===== config.mk =====
export PLATFORM = sky130hd
export DESIGN_NAME = lr35902_sio
export DESIGN_NICKNAME = d
export VERILOG_FILES = /design/src/rtl/lr35902_sio_pkg.sv /design/src/rtl/sio_edge_sync.sv /design/src/rtl/lr35902_sio.sv
export SDC_FILE = /design/constraint.sdc
export NUM_CORES = 1
export LEC_CHECK = 0
export ABC_AREA = 1
export CAP_MARGIN = 40
export CORE_UTILIZATION = 43
export CTS_CLUSTER_DIAMETER = 80
export DETAILED_ROUTE_END_ITERATION = 12
export DONT_BUFFER_PORTS = 1
export PLACE_DENSITY = 0.69
export SYNTH_ARGS = -nofsm -noshare
export SYNTH_HDL_FRONTEND = slang
export SYNTH_SLANG_ARGS = --single-unit

===== constraint.sdc =====
create_clock -name clk -period 2.6 [get_ports clk]
set_input_delay 0.26 -clock clk [delete_from_list [all_inputs] [get_ports clk]]
set_output_delay 0.26 -clock clk [all_outputs]
set_load 0.02 [all_outputs]

===== src/rtl/lr35902_sio_pkg.sv =====
// Shared constants for the LR35902 serial I/O port (SB/SC registers).
package lr35902_sio_pkg;

  typedef enum logic [1:0] {
    ST_IDLE     = 2'd0,
    ST_XFER_INT = 2'd1,
    ST_XFER_EXT = 2'd2
  } sio_state_t;

  localparam logic       ADR_SB     = 1'b0;
  localparam logic       ADR_SC     = 1'b1;
  localparam logic [7:0] SC_RD_MASK = 8'h7E;

endpackage


===== src/rtl/sio_edge_sync.sv =====
// Two-flop synchronizer for the external shift clock, with single-cycle
// rise/fall pulses taken from the synchronized value.
module sio_edge_sync (
  input  logic clk,
  input  logic n_reset,
  input  logic i_d,
  output logic o_q,
  output logic o_rise,
  output logic o_fall
);

  logic r_meta;
  logic r_sync;
  logic r_prev;

  always_ff @(posedge clk) begin
    if (!n_reset) begin
      r_meta <= 1'b1;
      r_sync <= 1'b1;
      r_prev <= 1'b1;
    end else begin
      r_meta <= i_d;
      r_sync <= r_meta;
      r_prev <= r_sync;
    end
  end

  assign o_q    = r_sync;
  assign o_rise =  r_sync & ~r_prev;
  assign o_fall = ~r_sync &  r_prev;

endmodule


===== src/rtl/lr35902_sio.sv =====
// LR35902 serial link: SB shift register, SC control, internal 8192 Hz
// shift clock or external synchronized clock, one-cycle completion irq.
module lr35902_sio
  import lr35902_sio_pkg::*;
#(
  parameter int HALF_PERIOD = 256
) (
  input  logic       clk,
  input  logic       n_reset,
  input  logic       adr,
  input  logic [7:0] din,
  output logic [7:0] dout,
  input  logic       read,
  input  logic       write,
  output logic       irq,
  input  logic       sin,
  output logic       sout,
  input  logic       sck_in,
  output logic       sck_out,
  output logic       sck_oe
);

  localparam int DW = (HALF_PERIOD > 1) ? $clog2(HALF_PERIOD) : 1;
  localparam logic [DW-1:0] DIV_TC = DW'(HALF_PERIOD - 1);

  sio_state_t    r_state;
  logic [7:0]    r_sb;
  logic          r_sc7;
  logic          r_sc0;
  logic [2:0]    r_bitcnt;
  logic [DW-1:0] r_div;
  logic          r_sout;
  logic          r_sck_out;
  logic          r_irq;

  logic w_ext_q;
  logic w_ext_rise;
  logic w_ext_fall;
  logic w_div_tc;
  logic w_rise_evt;
  logic w_fall_evt;
  logic w_done;
  logic w_idle_like;
  logic w_unused_read;

  assign w_unused_read = read;

  sio_edge_sync u_sync (
    .clk     (clk),
    .n_reset (n_reset),
    .i_d     (sck_in),
    .o_q     (w_ext_q),
    .o_rise  (w_ext_rise),
    .o_fall  (w_ext_fall)
  );

  always_comb begin
    w_div_tc    = (r_div == DIV_TC);
    w_rise_evt  = 1'b0;
    w_fall_evt  = 1'b0;
    if (r_state == ST_XFER_INT) begin
      w_rise_evt = w_div_tc & ~r_sck_out;
      w_fall_evt = w_div_tc &  r_sck_out;
    end else if (r_state == ST_XFER_EXT) begin
      w_rise_evt = w_ext_rise;
      w_fall_evt = w_ext_fall;
    end
    w_done      = w_rise_evt & (r_bitcnt == 3'd7);
    // The completion cycle accepts register writes as if already idle.
    w_idle_like = (r_state == ST_IDLE) | w_done;
  end

  always_ff @(posedge clk) begin
    if (!n_reset) begin
      r_state   <= ST_IDLE;
      r_sb      <= '0;
      r_sc7     <= 1'b0;
      r_sc0     <= 1'b0;
      r_bitcnt  <= '0;
      r_div     <= '0;
      r_sout    <= 1'b1;
      r_sck_out <= 1'b1;
      r_irq     <= 1'b0;
    end else begin
      r_irq <= 1'b0;

      if (r_state == ST_XFER_INT) begin
        if (w_div_tc) begin
          r_div     <= '0;
          r_sck_out <= ~r_sck_out;
        end else begin
          r_div <= r_div + 1'b1;
        end
      end

      if (w_fall_evt)
        r_sout <= r_sb[7];
      if (w_rise_evt) begin
        r_sb     <= {r_sb[6:0], sin};
        r_bitcnt <= r_bitcnt + 1'b1;
      end

      if (w_done) begin
        r_state   <= ST_IDLE;
        r_sc7     <= 1'b0;
        r_irq     <= 1'b1;
        r_sck_out <= 1'b1;
      end

      // Write handling comes last so a completion-cycle write overrides the final shift.
      if (write) begin
        if (adr == ADR_SB) begin
          if (w_idle_like)
            r_sb <= din;
        end else if (w_idle_like) begin
          r_sc0 <= din[0];
          if (din[7]) begin
            r_sc7     <= 1'b1;
            r_bitcnt  <= '0;
            r_div     <= '0;
            r_sck_out <= 1'b1;
            r_state   <= din[0] ? ST_XFER_INT : ST_XFER_EXT;
          end
        end else if (!din[7]) begin
          r_sc0     <= din[0];
          r_sc7     <= 1'b0;
          r_div     <= '0;
          r_sck_out <= 1'b1;
          r_state   <= ST_IDLE;
        end
      end
    end
  end

  always_comb begin
    dout = r_sb;
    if (adr == ADR_SC)
      dout = {r_sc7, 7'b0} | SC_RD_MASK | {7'b0, r_sc0};
  end

  assign irq     = r_irq;
  assign sout    = r_sout;
  assign sck_out = r_sck_out;
  assign sck_oe  = r_sc0;

endmodule


==> flow_summary.yaml <==
status:
  status: "complete, no violations"
logic_synthesis:
  synth_xor_area_share_pct: 4.10
  synth_top_family_by_area: "simple AND/OR/NAND/NOR gates"
  synthTopCellsByArea: "dfxtp_1 39%, nand2_1 11%, nor2_1 7.8%"
  synthMuxAreaShare_pct: 0
  ys_warn_count: 0
  yosys.area.top_type: "dfxtp_1"
  synth_adder_area_share_pct: 3.35
  synth.distinct_cells: 27
  synthArstFlopShare_pct: 0
  synth_top_cell_area_share_pct: 38.9
  synth_compound_area_share_pct: 8.12
  yosysMostFrequentCell: "nand2_1"
  synth_edf_count: 0
  synthesis.nets: 221
  synth_area_um2: 1490
  yosys.area_share.simple_pct: 38.6
  avgSynthCellArea_um2: 7.40
  ys_seq_area_share_pct: 38.9
  ys.flop_type: "dfxtp_1"
  ys_ff_latch: 29
  syn_inst: 202
  synth_commonest_cells: "42 x nand2_1, 31 x nor2_1, 29 x dfxtp_1, 20 x inv_1, 20 x nand3_1"
grt:
  grtUsageTotal_pct: 18.5
  grt_pass1_vias: 1172
  antenna_found_initial: 0
  overflow: 0
  grt_pass1_wl_mm: 4.95
  grt_max_degree: 16
floorplan:
  fp.dieW_um: 60.9
  row_count: 21
  initial_core_util_pct: 44.8
  core_area_um2: 3340
  io_pins: 27
  die_h_um: 60.9
  die_area_um2: 3710
routing:
  firstDrtPassIters: 4
  dr.first_iter.drc_count: 24
  num_vias: 1228
  wl_per_cell_um: 11.1
  drc_errors: 0
  wl_mm: 2.79
  drt.antenna.violating_nets: 0
  vias_per_cell: 4.87
place:
  port_buffers: 0
  gp_congestion: 0.725
  post-dp-hpwl_mm: 2.01
  dpl.cell_count: 244
layout:
  antennaDiodeCount: 0
  final_cell_count_no_fill: 252
  drive_above_1_share_pct: 13.6
  nets: 225
  areaGrowthSynthToFinish_pct: 6.53
worst_setup_path:
  worstPathRequired_ns: 2.83
  cp-end-kind: "flip-flop"
  r2r_end: "r_div[6]"
  rr_worst_depth: 10
  r2r_slack_ns: 0.74
  cp.arrival_ns: 2.08
  reg2reg_from: "r_div[0]"
  crit_start: "r_div[0]"
  cp_max_fo: 12
  start_kind: "flip-flop"
  critPathCapture: "r_div[6]"
  critPathKind: "reg -> reg"
cts:
  clock_path_buffers: 2
  clk_latency_ns: 0.33
  tritoncts: "done"
  cts_root_buf: "clkbuf_4"
  htreeDepth: 2
  clk_pin_slew_ns: 0.09
  cts_buffers: 5
  clock-sinks: 29
  cts_resized: 0
timing:
  fin_crit_sh_pct: 71.5
  rsz0062_at_grt: "no"
  setup_viol: 0
  holdWs_ns: 0.0133
  relSlewSlack_pct: 51.9
  skew_ns: 0.00617
  finalHoldViolCount: 0
  drv_slew: 0
  timing.setup.tns_ns: 0
  finalCriticalPeriod_ns: 1.86
  timing.fmax_ghz: 0.538
  tightest_slew_ns: 0.714
power:
  vdd_drop_max_uv: 336
  p_leak_nw: 0.794
  power.density_nw_per_um2: 531
hold_path:
  min_path_type: "in -> reg"
job:
  cap_violations: 0
report_power, final:
group / internal [mW] / leakage [nW] / switching, mW
Combinational: 0.0329 / 0.526 / 0.0602
Clock: 0.127 / 0.0314 / 0.151
Sequential: 0.460 / 0.236 / 0.0130
critical path, stage by stage, from the launching register on:
cell	delay, ns
dfxtp_1	0.36
ha_1	0.20
nand3_2	0.13
nor2_8	0.14
nand3_4	0.14
nand2_4	0.18
nand2_4	0.09
nand3_1	0.13
nand3_2	0.12
nand2_1	0.18
nor2_1	0.06
through the flow:
step	instance area, um2	total power, mW	worst slack [ns]	util (%)
2_1_floorplan	1490	0.567	1.03	-
3_3_place_gp	1530	0.575	0.758	45.7
3_5_place_dp	1530	0.576	0.751	45.7
4_1_cts	1590	0.854	0.723	47.7
5_1_grt	1590	0.888	0.556	47.7
6_report	1590	0.845	0.742	47.7
how the worst min path moves through the flow:
| stage | from | end | slack [ns] | depth (start not counted) |
|---|---|---|---|---|
| floorplan | sck_in | u_sync.r_meta | 0.37 | 1 |
| global placement | n_reset | u_sync.r_prev | 0.33 | 1 |
| detailed placement | n_reset | u_sync.r_prev | 0.33 | 1 |
| CTS | n_reset | sck_out | 0.007 | 1 |
| global route | n_reset | sck_out | 0.01 | 1 |
| finish | n_reset | sck_out | 0.01 | 1 |
layout make-up:
class                   count  area [um2]
flip-flops and latches     29         581
inverters                  21        78.8
repair buffers              1        10.0
clock buffers               7        55.1
multi-input cells         148         810
fillers                   364        1750
well taps                  46        57.6
kinds of logic after synthesis:
family	Yosys count
buffers and inverters	25
AND/OR/NAND/NOR	115
XOR/XNOR	7
AO/OA/AOI/OAI	22
flip-flops	29
adder cells (fa/ha/maj)	4
sequential cells by signal (all words and copies together), names as in the netlist:
register / cells
u_sync.r_prev: 1
r_bitcnt: 3
sck_oe: 1
r_sb: 8
r_div: 8
r_state: 2
u_sync.r_meta: 1
irq: 1
r_sc7: 1
u_sync.o_q: 1
sout: 1
sck_out: 1
routing by layer:
metal / up-vias / track usage [%] / part of all wire (%)
met4: 0 / 7.79 / 2.1
met3: 7 / 7.68 / 4.8
met2: 21 / 28.3 / 42
met5: - / 0 / 0
met1: 548 / 23.0 / 51
li1: 652 / - / -
cell usage in the layout (no fill, tap or decap):
cell type and count:
nor2_2 1, dfxtp_1 29, nor2_8 1, o21ai_1 2, o31ai_1 2, xnor2_1 3
nand3_4 1, clkbuf_8 1, ha_1 4, nor2_1 31, or2_2 8, nand2_2 1
xor2_1 4, o211ai_1 1, inv_1 20, clkbuf_1 1, clkbuf_4 5, dlygate4sd3_1 1
nand3_2 4, inv_2 1, nand2_4 5, nand3_1 20, o21ai_0 7, nand4_1 1
a21oi_1 8, a22oi_1 1, a31oi_1 1, nand2_1 42
what timing repair did:
action,in CTS,in global routing
hold buffers,1,0
setup buffers,0,0
endpoints found under the hold margin,1,0
Note: power is estimated with default switching activity, not from simulation.
